## config.mk

```make
export PLATFORM = sky130hd
export DESIGN_NAME = uart_rx_queue
export DESIGN_NICKNAME = d
export VERILOG_FILES = /design/src/rtl/uart_pkg.sv /design/src/rtl/uart_rx_queue_mem.sv /design/src/rtl/uart_rx_queue.sv
export SDC_FILE = /design/constraint.sdc
export NUM_CORES = 1
export LEC_CHECK = 0
export CAP_MARGIN = 10
export CORE_UTILIZATION = 65
export DETAILED_ROUTE_END_ITERATION = 7
export DONT_BUFFER_PORTS = 1
export PLACE_DENSITY_LB_ADDON = 0.05
export SLEW_MARGIN = 40
export SYNTH_ARGS = -nofsm -noshare
export SYNTH_HDL_FRONTEND = slang
export SYNTH_SLANG_ARGS = --single-unit
```

## constraint.sdc

```tcl
create_clock -name clk -period 7.9 [get_ports clk]
set_input_delay 1.185 -clock clk [delete_from_list [all_inputs] [get_ports clk]]
set_output_delay 1.185 -clock clk [all_outputs]
set_load 0.005 [all_outputs]
```

## src/rtl/uart_pkg.sv

```systemverilog
// uart_pkg: shared UART byte type and default receive-queue sizing.
package uart_pkg;
    localparam int UART_BYTE_W         = 8;
    localparam int UART_RX_QUEUE_DEPTH = 16;
    localparam int UART_RX_QUEUE_AFULL = 12;
    typedef logic [UART_BYTE_W-1:0] uart_byte_t;
endpackage

```

## src/rtl/uart_rx_queue_mem.sv

```systemverilog
// uart_rx_queue_mem: DEPTH x byte register array, one write port, one asynchronous read port.
module uart_rx_queue_mem
    import uart_pkg::*;
#(
    parameter int DEPTH = UART_RX_QUEUE_DEPTH
) (
    input  logic                     clk,
    input  logic                     wr_en,
    input  logic [$clog2(DEPTH)-1:0] wr_addr,
    input  uart_byte_t               wr_data,
    input  logic [$clog2(DEPTH)-1:0] rd_addr,
    output uart_byte_t               rd_data
);
    uart_byte_t mem_q [DEPTH];

    always_ff @(posedge clk) begin
        if (wr_en) mem_q[wr_addr] <= wr_data;
    end

    assign rd_data = mem_q[rd_addr];
endmodule

```

## src/rtl/uart_rx_queue.sv

```systemverilog
// uart_rx_queue: circular byte FIFO behind uart_top with occupancy and sticky overflow status.
// Define UART_RX_QUEUE_FWFT_EN for first-word fall-through reads.
module uart_rx_queue
    import uart_pkg::*;
#(
    parameter int DEPTH       = UART_RX_QUEUE_DEPTH,
    parameter int AFULL_LEVEL = UART_RX_QUEUE_AFULL
) (
    input  logic                     clk,
    input  logic                     rst_n,
    input  uart_byte_t               rx_data,
    input  logic                     rx_done,
    input  logic                     rd_en,
    output uart_byte_t               rd_data,
    output logic                     rd_valid,
    output logic                     empty,
    output logic                     full,
    output logic [$clog2(DEPTH):0]   count,
    output logic                     almost_full,
    output logic                     overflow,
    input  logic                     ovf_clr
);
    localparam int AW = $clog2(DEPTH);
    localparam int CW = AW + 1;

    logic          rx_done_q, rx_done_d;
    logic [AW-1:0] wr_ptr_q, wr_ptr_d, rd_ptr_q, rd_ptr_d;
    logic [CW-1:0] count_q, count_d;
    logic          empty_q, empty_d, full_q, full_d, afull_q, afull_d, ovf_q, ovf_d;
    logic          rd_valid_q, rd_valid_d;
    uart_byte_t    rd_data_q, rd_data_d, head;
    logic          wr_stb, rd_acc, wr_acc;

    uart_rx_queue_mem #(.DEPTH(DEPTH)) u_mem (
        .clk    (clk),
        .wr_en  (wr_acc),
        .wr_addr(wr_ptr_q),
        .wr_data(rx_data),
        .rd_addr(rd_ptr_q),
        .rd_data(head)
    );

    always_comb begin
        rx_done_d  = rx_done;
        wr_stb     = rx_done & ~rx_done_q;
        rd_acc     = rd_en & ~empty_q;
        wr_acc     = wr_stb & (~full_q | rd_acc);
        wr_ptr_d   = wr_ptr_q + AW'(wr_acc);
        rd_ptr_d   = rd_ptr_q + AW'(rd_acc);
        count_d    = count_q + CW'(wr_acc) - CW'(rd_acc);
        empty_d    = count_d == '0;
        full_d     = count_d == CW'(DEPTH);
        afull_d    = count_d >= CW'(AFULL_LEVEL);
        ovf_d      = (wr_stb & ~wr_acc) | (ovf_q & ~ovf_clr);
        // Standard mode: the popped byte. FWFT mode: value held once the queue drains.
        rd_data_d  = rd_acc ? head : rd_data_q;
`ifdef UART_RX_QUEUE_FWFT_EN
        rd_valid_d = ~empty_d;
`else
        rd_valid_d = rd_acc;
`endif
    end

    always_ff @(posedge clk or negedge rst_n) begin
        if (!rst_n) begin
            rx_done_q  <= 1'b0;
            wr_ptr_q   <= '0;
            rd_ptr_q   <= '0;
            count_q    <= '0;
            empty_q    <= 1'b1;
            full_q     <= 1'b0;
            afull_q    <= 1'b0;
            ovf_q      <= 1'b0;
            rd_data_q  <= '0;
            rd_valid_q <= 1'b0;
        end else begin
            rx_done_q  <= rx_done_d;
            wr_ptr_q   <= wr_ptr_d;
            rd_ptr_q   <= rd_ptr_d;
            count_q    <= count_d;
            empty_q    <= empty_d;
            full_q     <= full_d;
            afull_q    <= afull_d;
            ovf_q      <= ovf_d;
            rd_data_q  <= rd_data_d;
            rd_valid_q <= rd_valid_d;
        end
    end

`ifdef UART_RX_QUEUE_FWFT_EN
    assign rd_data = empty_q ? rd_data_q : head;
`else
    assign rd_data = rd_data_q;
`endif
    assign rd_valid    = rd_valid_q;
    assign empty       = empty_q;
    assign full        = full_q;
    assign count       = count_q;
    assign almost_full = afull_q;
    assign overflow    = ovf_q;
endmodule
```

# ---- Yosys cells after proc, flatten, opt, wreduce, memory -nomap -nowiden
# Memory sizes are Yosys's and may differ from the RTL's. A register that Yosys moved wholly into a read port is not among the register bits.
# Index checks and enable logic that the tools add are counted.
dict set report word_totals {
  ff_bits 19
  ramBits 128
  in_bits 13
  memories 1
}
# memory depth width rd rd_clocked_by_memory_dff wr line_no
set memory_table {}
lappend memory_table {u_mem.mem_q 16 8 1 1 1 uart_rx_queue_mem.sv:14} ;# uart_byte_t mem_q [DEPTH];
dict set report classes {
  addsub 4
  order_cmp 1
  n_eq_ne 1
  n_mux 2
  n_bitwise 12
  reduce_logical 2
}
# op count
set ops {}
lappend ops {{4-bit by 1-bit adder with 4-bit output} 2}
lappend ops {{5-bit by 1-bit adder with 5-bit output} 1}
lappend ops {{1-bit bitwise AND} 5}
lappend ops {{5-bit == test, second input constant} 1}
lappend ops {{5-bit by 4-bit >= comparator with 1-bit output, second input constant} 1}
lappend ops {{5-bit zero test} 1}
lappend ops {{1-bit inverter} 5}
lappend ops {{5-bit by 1-bit subtractor with 5-bit output} 1}
lappend ops {{1-bit two-way mux} 2}
lappend ops {{1-bit bitwise OR} 2}
lappend ops {{1-bit zero test} 1}

# ---- Depth between registers and ports, before layout
# Gate-level depths: netlist (run 1).
dict set report logic_depth {
  word_depth 7
  depth_mapped 12
}

# ---- Hierarchy
# From an unflattened synthesis (run 1), not the netlist that was laid out.
dict set report hier_totals {
  cells_unflattened 318
  area_unflattened_um2 6105.9
}
# mod instances cells_each area_each_um2 seq_area_each_um2
set by_module_without_submodules {}
lappend by_module_without_submodules {uart_rx_queue_mem 1 221 4987.3 3843.7}
lappend by_module_without_submodules {uart_rx_queue 1 97 1118.6 676.9}

# ---- Worst setup path before layout (run 1)
# OpenSTA, ideal clock, no wires.
dict set report synth_timing {
  path_kind {input port to flip-flop}
  from {input port rd_en}
  to {register full_q (netlist: full)}
  arrival_ns 3.227
  slack_ns 4.572
  path_stages 12
  path_cell_list {nand2b_1 buf_2 clkinv_1 ha_1 inv_1 ha_1 inv_1 fa_1 nor2b_1 o21ai_0 and3_1 nor4_1}
}
dict set report synth_via {
  elab_chain_len 6
}
# element line_no
set synth_rtl {}
lappend synth_rtl {{start: declaration} uart_rx_queue.sv:13} ;# input logic rd_en,
lappend synth_rtl {{1-bit bitwise AND *} uart_rx_queue.sv:46} ;# rd_acc = rd_en & ~empty_q;
lappend synth_rtl {{via rd_acc} uart_rx_queue.sv:32} ;# logic wr_stb, rd_acc, wr_acc;
lappend synth_rtl {{1-bit bitwise OR} uart_rx_queue.sv:47} ;# wr_acc = wr_stb & (~full_q | rd_acc);
lappend synth_rtl {{1-bit bitwise AND} uart_rx_queue.sv:47}
lappend synth_rtl {{5-bit by 1-bit adder with 5-bit output} uart_rx_queue.sv:50} ;# count_d = count_q + CW'(wr_acc) - CW'(rd_acc);
lappend synth_rtl {{5-bit by 1-bit subtractor with 5-bit output *} uart_rx_queue.sv:50}
lappend synth_rtl {{5-bit == test *} uart_rx_queue.sv:52} ;# full_d = count_d == CW'(DEPTH);
lappend synth_rtl {{via full_d} uart_rx_queue.sv:29} ;# logic empty_q, empty_d, full_q, full_d, afull_q, afull_d, ovf_q, ovf_d;
lappend synth_rtl {{end signal: assignment} uart_rx_queue.sv:82} ;# full_q <= full_d;
lappend synth_rtl {{end: declaration} uart_rx_queue.sv:29}
# Mark *: on every way through the listed nets, which the timed path passes. The rest lies on a longest branch.

# ---- Final worst setup path (run 1)
# Ends and elaborated chain as after synthesis.

==> results of run 1 <==
state kept, by name, indices dropped and copies added (netlist names):
name and cells:
rx_done_q 1, wr_ptr_q 4, almost_full 1, empty 1, overflow 1, u_mem.mem_q 128, rd_ptr_q 4, rd_valid 1
count 5, full 1, rd_data 8
power breakdown:
| group | switching, mW | total, mW | internal (mW) |
|---|---|---|---|
| Combinational | 0.337 | 0.602 | 0.264 |
| Clock | 0.332 | 0.791 | 0.459 |
| Sequential | 0.130 | 1.12 | 0.994 |
| Total | 0.800 | 2.52 | 1.72 |
layout by cell type (no fill, tap or decap), types with 2 or more instances in the layout:
cell type,instances
clkinv_2,3
nor2_1,13
or3b_1,2
dfrtp_1,25
nand3_1,4
clkbuf_16,16
a211oi_1,4
nand3b_1,4
mux2i_1,40
buf_4,4
bufinv_16,2
xor2_1,5
inv_1,13
o22ai_1,22
ha_1,9
nor3_1,7
nand2_1,2
xnor2_1,2
nand2b_1,4
a21o_1,2
inv_8,3
mux4_2,12
a21oi_1,18
or3_1,2
nor2_2,8
inv_6,4
edfxtp_1,128
worst max-delay path, cell delays in order:
cell      delay (ns)
nand2b_1        0.28
clkinv_1        0.37
ha_1            0.38
inv_1           0.06
ha_1            0.16
inv_1           0.06
fa_1            0.40
nor2b_1         0.12
o21ai_0         0.10
and3_1          0.24
nor4_1          0.27
cell families (layout without fill, tap and decap cells):
family / after synthesis / in the layout / share of synthesized area [%]
AO/OA/AOI/OAI: 48 / 48 / 4.69
XOR/XNOR: 7 / 7 / 0.999
adder cells (fa/ha/maj): 10 / 10 / 2.16
AND/OR/NAND/NOR: 53 / 53 / 4.53
buffers and inverters: 30 / 50 / 3.06
multiplexers: 52 / 52 / 10.9
flip-flops: 155 / 155 / 73.6
per-layer routing:
layer	global-route usage [%]	share of wire, %
met4	12.0	2.5
met1	36.4	44
met5	0	0
met2	39.4	48
met3	5.62	5.6
final timing paths:
check	slack, ns	from	to
setup / recovery	4.68	rd_en	full$_DFF_PN0_
hold / removal	0.35	rst_n	rx_done_q$_DFF_PN0_
setup reg to reg	4.72	empty$_DFF_PN1_	full$_DFF_PN0_
hold reg to reg	0.53	rx_done_q$_DFF_PN0_	overflow$_DFF_PN0_
max in group asynchronous	7.36	rst_n	empty$_DFF_PN1_
min in group clk	0.53	rx_done_q$_DFF_PN0_	overflow$_DFF_PN0_
final cells by class:
| class | count | area share, % |
|---|---|---|
| Clock buffer | 18 | 6.17 |
| Sequential cell | 155 | 66.7 |
| Inverter | 14 | 0.775 |
| Clock inverter | 14 | 2.36 |
| Timing Repair Buffer | 4 | 0.443 |
| Tap cell | 111 | 2.05 |
| Multi-Input combinational cell | 170 | 21.5 |
metrics by stage:
| stage | instances | total power [mW] | worst slack (ns) |
|---|---|---|---|
| finish | 486 | 2.52 | 4.68 |
| floorplan | 355 | 1.61 | 4.57 |
| CTS | 486 | 2.52 | 4.73 |
| global route | 486 | 2.63 | 4.46 |
| global placement | 454 | 1.71 | 4.30 |
| detailed placement | 454 | 1.73 | 4.15 |
==> reports/results.tsv, run 1 <==
stage	metric	value	unit
cells_and_area	n_diodes	0	
clocking	# clock sinks	155	
cells_and_area	fin area	0.00678	mm²
cells_and_area	Core Util, Final	73.7	%
logic_synthesis	Async SR Flop Fraction	17.4	%
global_routing	largest net degree at the start of global routing	36	
cells_and_area	Multi-input gate area	0.00146	mm²
logic_synthesis	Post-Synthesis Cells	355	
global_routing	antenna violations before repair	0	
critical_path	Reg2Reg Depth	11	
worst_hold_path	worst hold path class	input port to async pin	
clocking	CTS max path bufs	2	
critical_path	Crit Path Max Fanout	11	
detailed_routing	Via density	6.39	
global_routing	first-pass GRT wire length	17.7	mm
logic_synthesis	EDFF count, synth	128	
power	peak supply drop	183	µV
floorplan	Die W	99.2	µm
sta	endpoints failing setup	0	
power	PD cells	371	mW/mm²
clocking	hold buffers post-CTS	0	
sta	final period utilization	40.7	%
logic_synthesis	Seq/Total Area, Yosys	73.6	%
logic_synthesis	Post-Syn Nets	378	
detailed_routing	# DRC	0	
floorplan	core area	0.00920	mm²
clocking	CTS tree	built	
logic_synthesis	mapped cell area	0.00614	mm²
flow_run	# Max-Cap Violations	0	
power	Leakage Power	2.44	nW
logic_synthesis	post-synthesis sequential element count	155	
logic_synthesis	Synth area leader	edfxtp_1	
sta	TNS Setup	0	ns
cells_and_area	share of layout cells above drive strength 1	16.0	%
global_routing	grt total ovfl	0	
clocking	post-CTS sizing	0	
logic_synthesis	Netlist cell types	36	
clocking	# H-tree levels	4	
sta	Fin Hold WS	0.354	ns
sta	worst-margin pin slew	0.808	ns
detailed_routing	routed via count	3106	
clocking	Worst-path clk slew	0.07	ns
floorplan	site row count	35	
clocking	Post-CTS Setup Repair Bufs	0	
logic_synthesis	most common cell in the netlist	edfxtp_1	
logic_synthesis	commonest register cell after synthesis	edfxtp_1	
sta	Final Max Tran Viols	0	
place	IO Port Bufs	0	
clocking	clk_lat worst skew	0.52	ns
floorplan	IO Pins	31	
sta	RSZ-0062 raised after global routing	false	
detailed_routing	DRT iter0 DRCs	268	
detailed_routing	WL/cell	23.3	µm
sta	Final Hold Viols	0	
place	placed cell area	0.00618	mm²
detailed_routing	final wirelength	11.3	mm
critical_path	endpoint class of the critical path	flip-flop	
floorplan	die area	0.00984	mm²
logic_synthesis	Yosys top cell area share	62.6	%
critical_path	Worst Path Required	8.32	ns
detailed_routing	DRT antenna net count	0	
global_routing	all-layer global routing usage	25.8	%
outcome	outcome	completed	
clocking	CTS buffer count	17	
logic_synthesis	Synth top cells by count	edfxtp_1, mux2i_1, dfrtp_1, o22ai_1, nor2_1	
sta	Final min period	3.22	ns
sta	Fmax	311	MHz
logic_synthesis	top post-synthesis cells by area	edfxtp_1, dfrtp_1, mux2i_1	
clocking	Root Driver	clkbuf_8	
floorplan	Die Ht	99.2	µm
critical_path	Worst setup SP type	input port	
cells_and_area	register area	0.00452	mm²
sta	clock skew	0.00811	ns
critical_path	Setup CP Type	input port to flip-flop	
sta	Slew headroom	46.1	%
floorplan	Starting Density	66.7	%
cells_and_area	fin nets	385	
global_routing	vias in the first global route	3117	
place	DP Wirelength	7.34	mm
cells_and_area	P&R area growth vs syn	10.4	%
logic_synthesis	syn avg cell area	17.3	µm²
cells_and_area	Filler cells	548	
detailed_routing	DR pass1 iterations	7	
critical_path	Arrival @ worst endpoint	3.64	ns
place	gpl congestion	0.814	
logic_synthesis	synth warn	0	
No activity file was read; power rests on OpenSTA's default activity.
==> run 2, diff against run 1 <==
Settings changed: CORE_UTILIZATION 65 to 56.
Clock period 7.9 ns to 2.6 ns, I/O delays scaled along.
==> run 2 against run 1 <==
Compared with the run above: first-iteration DRC count up 17%; hold slack worse by 0.31 ns; count of clock-buffer cells in the layout up 1; global-route usage down 2.8 points; clock power rose to 3.0 times the previous value.
==> reports/results.tsv, run 2 (synthesis gave the netlist of run 1 again) <==
stage	metric	value	unit	change
floorplan	site row count	37		+5.7%
place	DP Wirelength	7.66	mm	+4.3%
clocking	clk_lat worst skew	0.53	ns	about the same
sta	Final min period	2.48	ns	
sta	Final Max Tran Viols	0		unchanged
place	gpl congestion	0.762		-6.4%
critical_path	slowest library cell on the worst path	dfstp_2		
global_routing	M1 GR Usage	31.5	%	-4.9 points
cells_and_area	Largest register FFs	128		unchanged
cells_and_area	share of layout cells above drive strength 1	18.6	%	+2.6 points
sta	final period utilization	95.3	%	
outcome	outcome	completed		
global_routing	all-layer global routing usage	23.0	%	-2.8 points
global_routing	first-pass GRT wire length	18.3	mm	+3.0%
floorplan	Die W	107	µm	+7.6%
sta	Slew headroom	55.4	%	+9.2 points
critical_path	Worst Path Required	3.03	ns	-5.29 ns
floorplan	die area	0.0114	mm²	+16%
sta	endpoints failing setup	0		unchanged
sta	Final Hold Viols	0		unchanged
floorplan	Die Ht	107	µm	+7.6%
place	IO Port Bufs	0		unchanged
power	Leakage Power	2.61	nW	+6.7%
clocking	Worst-path clk slew	0.06	ns	about the same
power	peak supply drop	620	µV	+240%
power	PD cells	1100	mW/mm²	+200%
global_routing	GR Layer Usage met3	4.98	%	-0.64 points
cells_and_area	fin nets	420		+9.1%
clocking	# H-tree levels	4		unchanged
sta	Fmax	404	MHz	
critical_path	Arrival @ worst endpoint	2.90	ns	-0.74 ns
critical_path	slowest cell delay on critical path	0.53	ns	+0.13 ns
cells_and_area	Filler cells	742		+35%
clocking	# clock sinks	155		unchanged
detailed_routing	# DRC	0		unchanged
clocking	CTS max path bufs	2		unchanged
cells_and_area	commonest non-fill, non-tap cells in the layout	edfxtp_1, mux2i_1, dfrtp_1, buf_4, o22ai_1		
detailed_routing	final wirelength	11.8	mm	+3.7%
clocking	CTS buffer count	17		unchanged
floorplan	core area	0.0105	mm²	+14%
critical_path	Setup CP Type	flip-flop to flip-flop		
detailed_routing	Via density	5.88		-8.0%
cells_and_area	P&R area growth vs syn	16.0	%	
worst_hold_path	worst hold path class	input port to flip-flop		
sta	clock skew	0.00636	ns	-0.00175 ns
place	Post-Place Setup Slack	-0.0293	ns	-4.18 ns
global_routing	GRT Max-Usage Layer	met2		
global_routing	M2 GR Usage	35.2	%	-4.2 points
global_routing	largest net degree at the start of global routing	28		-22%
detailed_routing	routed via count	3206		+3.2%
critical_path	endpoint class of the critical path	flip-flop		
detailed_routing	WL/cell	21.6	µm	-7.5%
cells_and_area	most common cell after layout, fill and taps aside	edfxtp_1		
clocking	CTS tree	built		
power	Overall Power	7.83	mW	+210%
floorplan	IO Pins	31		unchanged
critical_path	Worst setup SP type	flip-flop		
sta	worst-margin pin slew	0.667	ns	-0.141 ns
cells_and_area	n_diodes	0		unchanged
clocking	Root Driver	clkbuf_8		
floorplan	Starting Density	58.7	%	-8.1 points
detailed_routing	DRT antenna net count	0		unchanged
cells_and_area	non-filler cells, final	545		+12%
global_routing	vias in the first global route	3267		+4.8%
cells_and_area	Top reg by flops	u_mem.mem_q		
detailed_routing	DRT iter0 DRCs	314		+17%
place	Placed Cells	502		+11%
sta	Fin Hold WS	0.0479	ns	-0.306 ns
sta	RSZ-0062 raised after global routing	true		
global_routing	antenna violations before repair	0		unchanged
sta	final worst slack	0.123	ns	-4.56 ns
critical_path	Crit Path Max Fanout	4		-7
flow_run	# Max-Cap Violations	0		unchanged
detailed_routing	DR pass1 iterations	5		-2
critical_path	critical path, cell by cell	nand2b_4 -> a21o_1 -> ha_1 -> inv_1 -> ha_1 -> inv_1 -> fa_2 -> nor2b_1 -> o21ai_0 -> and3_1 -> nor4_2		
global_routing	grt total ovfl	0		unchanged
## run 2: critical path, delay by kind of cell, from the launching register on
| kind | cells | cell delay [ns] |
|---|---|---|
| AOI/OAI and AO/OA | 2 | 0.24 |
| adders and majority gates | 3 | 0.73 |
| buffers and inverters | 2 | 0.12 |
| DFF | 1 | 0.53 |
| and+or+nand+nor | 4 | 0.76 |
## run 2: worst paths after layout
kind                                      from                      to  slack [ns]  cells past startpoint
max in group asynchronous                rst_n         empty$_DFF_PN1_        2.06                      2
min reg2reg                rx_done_q$_DFF_PN0_      overflow$_DFF_PN0_        0.54                      2
min in group asynchronous                rst_n  rd_data[6]$_DFFE_PN0P_        0.30                      2
max reg2reg                    empty$_DFF_PN1_          full$_DFF_PN0_        0.12                     11
min                                    rx_done      overflow$_DFF_PN0_        0.05                      2
max                            empty$_DFF_PN1_          full$_DFF_PN0_        0.12                     11
## run 2: cell type report
type,instances,area (µm²),share of cell area (%)
Tap cell,136,170,2.39
Sequential cell,155,4520,63.5
Multi-Input combinational cell,170,1450,20.3
Timing Repair Buffer,39,358,5.02
Clock inverter,12,150,2.11
Inverter,14,53.8,0.755
Clock buffer,19,422,5.92
## run 2: metrics by stage
stage                     setup TNS, ns  cell area, µm²  util (%)
after floorplan                       0            6140         -
after global placement                0            6400      61.2
after detailed placement        -0.0293            6400      61.2
after CTS                             0            7120      68.0
after global routing             -0.118            7120      68.1
final                                 0            7120      68.1
## run 2: what timing repair did
item                                   CTS  global route
resized for setup                        2             1
hold buffers                            12             0
setup endpoints to repair                1             4
setup buffers                            0             0
endpoints found under the hold margin  157             0
## run 2: layer usage
layer / wire, µm / vias up / share of wire (%)
li1: - / 1458 / -
met1: 5330 / 1625 / 45
met2: 5620 / 108 / 48
met3: 564 / 15 / 4.8
met4: 239 / 0 / 2.0
met5: 0 / - / 0
## run 2: power breakdown
part           total (mW)  internal (mW)  switching [mW]
registers            3.38           3.02           0.365
clock network        2.39           1.45           0.937
logic                2.06          0.952            1.10
==> run 3, diff against run 2 <==
Settings changed: CORE_UTILIZATION 56 to 35, HOLD_SLACK_MARGIN set to 0.12, SLEW_MARGIN 40 to not set.
==> run 3 against run 2 <==
Compared with the run above: power decreased by 0.73%; global-route usage shrank 6.4 points; setup slack gained 0.062 ns; sequential share of layout area fell by 0.68 points; non-clock buffer count is 1 lower; first-iteration DRC count down 29%; die area rose by 59%; flip-flop and latch count stayed put.
==> reports/results.tsv, run 3 (synthesis gave the netlist of run 1 again) <==
stage	metric	value	unit	change
detailed_routing	routed via count	3123		-2.6%
critical_path	Crit Path Max Fanout	4		unchanged
global_routing	vias in the first global route	3307		+1.2%
sta	Final Hold Viols	0		unchanged
critical_path	Largest delay share family, worst path	adder cells		
cells_and_area	n_diodes	0		unchanged
detailed_routing	DRT iter0 DRCs	222		-29%
floorplan	die area	0.0181	mm²	+59%
global_routing	antenna violations before repair	1		+1
clocking	clk_lat worst skew	0.41	ns	-0.12 ns
power	PD cells	1080	mW/mm²	-1.8%
worst_hold_path	worst hold path class	input port to flip-flop		
worst_hold_path	hold depth	2		unchanged
global_routing	first-pass GRT wire length	20.8	mm	+14%
detailed_routing	final wirelength	13.8	mm	+17%
critical_path	Worst setup SP type	flip-flop		
clocking	# clock sinks	155		unchanged
cells_and_area	commonest non-fill, non-tap cells in the layout	edfxtp_1, mux2i_1, dfrtp_1, buf_4, o22ai_1		
clocking	Root Driver	clkbuf_16		
sta	Fmax	414	MHz	+2.6%
clocking	CTS max path bufs	2		unchanged
power	Leakage Power	2.58	nW	-1.0%
cells_and_area	Core Util, Final	41.8	%	-26 points
critical_path	Worst Path Required	2.92	ns	-0.11 ns
critical_path	Reg2Reg Depth	11		unchanged
place	IO Port Bufs	0		unchanged
sta	RSZ-0062 raised after global routing	false		
detailed_routing	# DRC	0		unchanged
critical_path	slowest library cell on the worst path	dfstp_2		
clocking	Worst-path clk slew	0.06	ns	about the same
clocking	# H-tree levels	4		unchanged
cells_and_area	P&R area growth vs syn	17.3	%	
floorplan	core area	0.0172	mm²	+65%
place	gpl congestion	0.752		-1.3%
critical_path	Setup CP Type	flip-flop to flip-flop		
worst_hold_path	hold path start	rx_done		
cells_and_area	Top reg by flops	u_mem.mem_q		
place	DP Wirelength	9.09	mm	+19%
critical_path	endpoint class of the critical path	flip-flop		
floorplan	Die Ht	134	µm	+26%
sta	Final min period	2.41	ns	-0.0623 ns
sta	TNS Setup	0	ns	unchanged
sta	clock skew	0.0101	ns	+0.00373 ns
clocking	CTS buffer count	17		unchanged
flow_run	# Max-Cap Violations	0		unchanged
detailed_routing	DRT antenna net count	0		unchanged
sta	final period utilization	92.9	%	-2.4 points
critical_path	slowest cell delay on critical path	0.53	ns	about the same
sta	Final Max Tran Viols	0		unchanged
power	Overall Power	7.77	mW	-0.73%
cells_and_area	Filler cells	1565		+110%
critical_path	r2r endpoint	full$_DFF_PN0_		
worst_hold_path	Hold Path Sink	overflow$_DFF_PN0_		
floorplan	Starting Density	35.6	%	-23 points
detailed_routing	Via density	4.93		-16%
sta	Slew headroom	52.3	%	-3.1 points
cells_and_area	most common cell after layout, fill and taps aside	edfxtp_1		
detailed_routing	DR pass1 iterations	4		-1
critical_path	reg-to-reg startpoint	empty$_DFF_PN1_		
critical_path	Arrival @ worst endpoint	2.73	ns	-0.17 ns
clocking	CTS tree	built		
critical_path	critical path, cell by cell	nand2b_4 -> a21o_1 -> ha_1 -> inv_1 -> ha_1 -> inv_1 -> fa_2 -> nor2b_2 -> o21ai_1 -> and3_4 -> nor4_4		
place	Post-Place Setup Slack	0.0287	ns	+0.0580 ns
sta	final worst slack	0.185	ns	+0.0623 ns
cells_and_area	share of layout cells above drive strength 1	18.8	%	+0.24 points
cells_and_area	fin nets	419		-0.24%
floorplan	IO Pins	31		unchanged
cells_and_area	Largest register FFs	128		unchanged
floorplan	Die W	134	µm	+26%
global_routing	largest net degree at the start of global routing	28		unchanged
global_routing	all-layer global routing usage	16.5	%	-6.4 points
critical_path	WP buf/inv	2		unchanged
detailed_routing	WL/cell	21.7	µm	+0.61%
global_routing	grt total ovfl	0		unchanged
sta	worst-margin pin slew	0.713	ns	+0.0460 ns
floorplan	site row count	48		+30%
sta	endpoints failing setup	0		unchanged
power	peak supply drop	528	µV	-15%
outcome	outcome	completed		
critical_path	R2R Setup Slk	0.19	ns	+0.06 ns
## run 3: power breakdown
| group | switching (mW) | internal, mW | leakage (nW) | total, mW |
|---|---|---|---|---|
| Sequential | 0.328 | 3.02 | 1.47 | 3.35 |
| Combinational | 1.23 | 0.941 | 0.871 | 2.17 |
| Clock | 0.948 | 1.31 | 0.243 | 2.25 |
| Total | 2.50 | 5.27 | 2.58 | 7.77 |
## run 3: repair_timing
action	4_1_cts	5_1_grt
endpoints found under the setup margin	1	4
pin swaps	0	1
gates cloned	0	0
hold endpoints to repair	157	0
hold buffers	12	0
buffers inserted	0	0
gates resized for setup	1	8
## run 3: how the worst max path moves through the flow
stage                    startpoint              end  slack (ns)  cells after the start
global route        empty$_DFF_PN1_  empty$_DFF_PN1_        0.02                     11
global placement    empty$_DFF_PN1_   full$_DFF_PN0_        0.06                     11
CTS                 empty$_DFF_PN1_   full$_DFF_PN0_       0.005                     11
detailed placement  empty$_DFF_PN1_   full$_DFF_PN0_        0.03                     11
finish              empty$_DFF_PN1_   full$_DFF_PN0_        0.19                     11
floorplan           empty$_DFF_PN1_   full$_DFF_PN0_       0.007                     12
## run 3: worst reg2reg max path, cell delays in order, from the launching register on
cell and delay (ns):
dfstp_2 0.53, nand2b_4 0.13, a21o_1 0.15, ha_1 0.23, inv_1 0.06, ha_1 0.15
inv_1 0.06, fa_2 0.35, nor2b_2 0.11, o21ai_1 0.09, and3_4 0.22, nor4_4 0.24
## run 3: cell type report
type / instances / area, µm² / share of cell area, %
sequential: 155 / 4520 / 62.8
multi-input combinational: 170 / 1470 / 20.4
clock buffer: 20 / 437 / 6.07
timing repair buffer: 38 / 338 / 4.69
tap: 225 / 282 / 3.91
clock inverter: 12 / 101 / 1.41
inverter: 14 / 53.8 / 0.747
## run 3: stage by stage
stage          hold slack, ns  area, µm²  cells
5_1_grt                 0.174       7200    634
6_report                0.172       7200    634
4_1_cts                 0.147       7170    634
3_3_place_gp           0.0964       6490    590
2_1_floorplan          0.0944       6140    355
3_5_place_dp           0.0965       6490    590
## run 3: metal layers
metal / vias up / track usage (%) / routed length, µm
met4: 2 / 5.24 / 115
met1: 1576 / 22.4 / 6230
met5: - / 0 / 12
met2: 77 / 25.8 / 6620
met3: 11 / 4.57 / 776
li1: 1457 / - / -
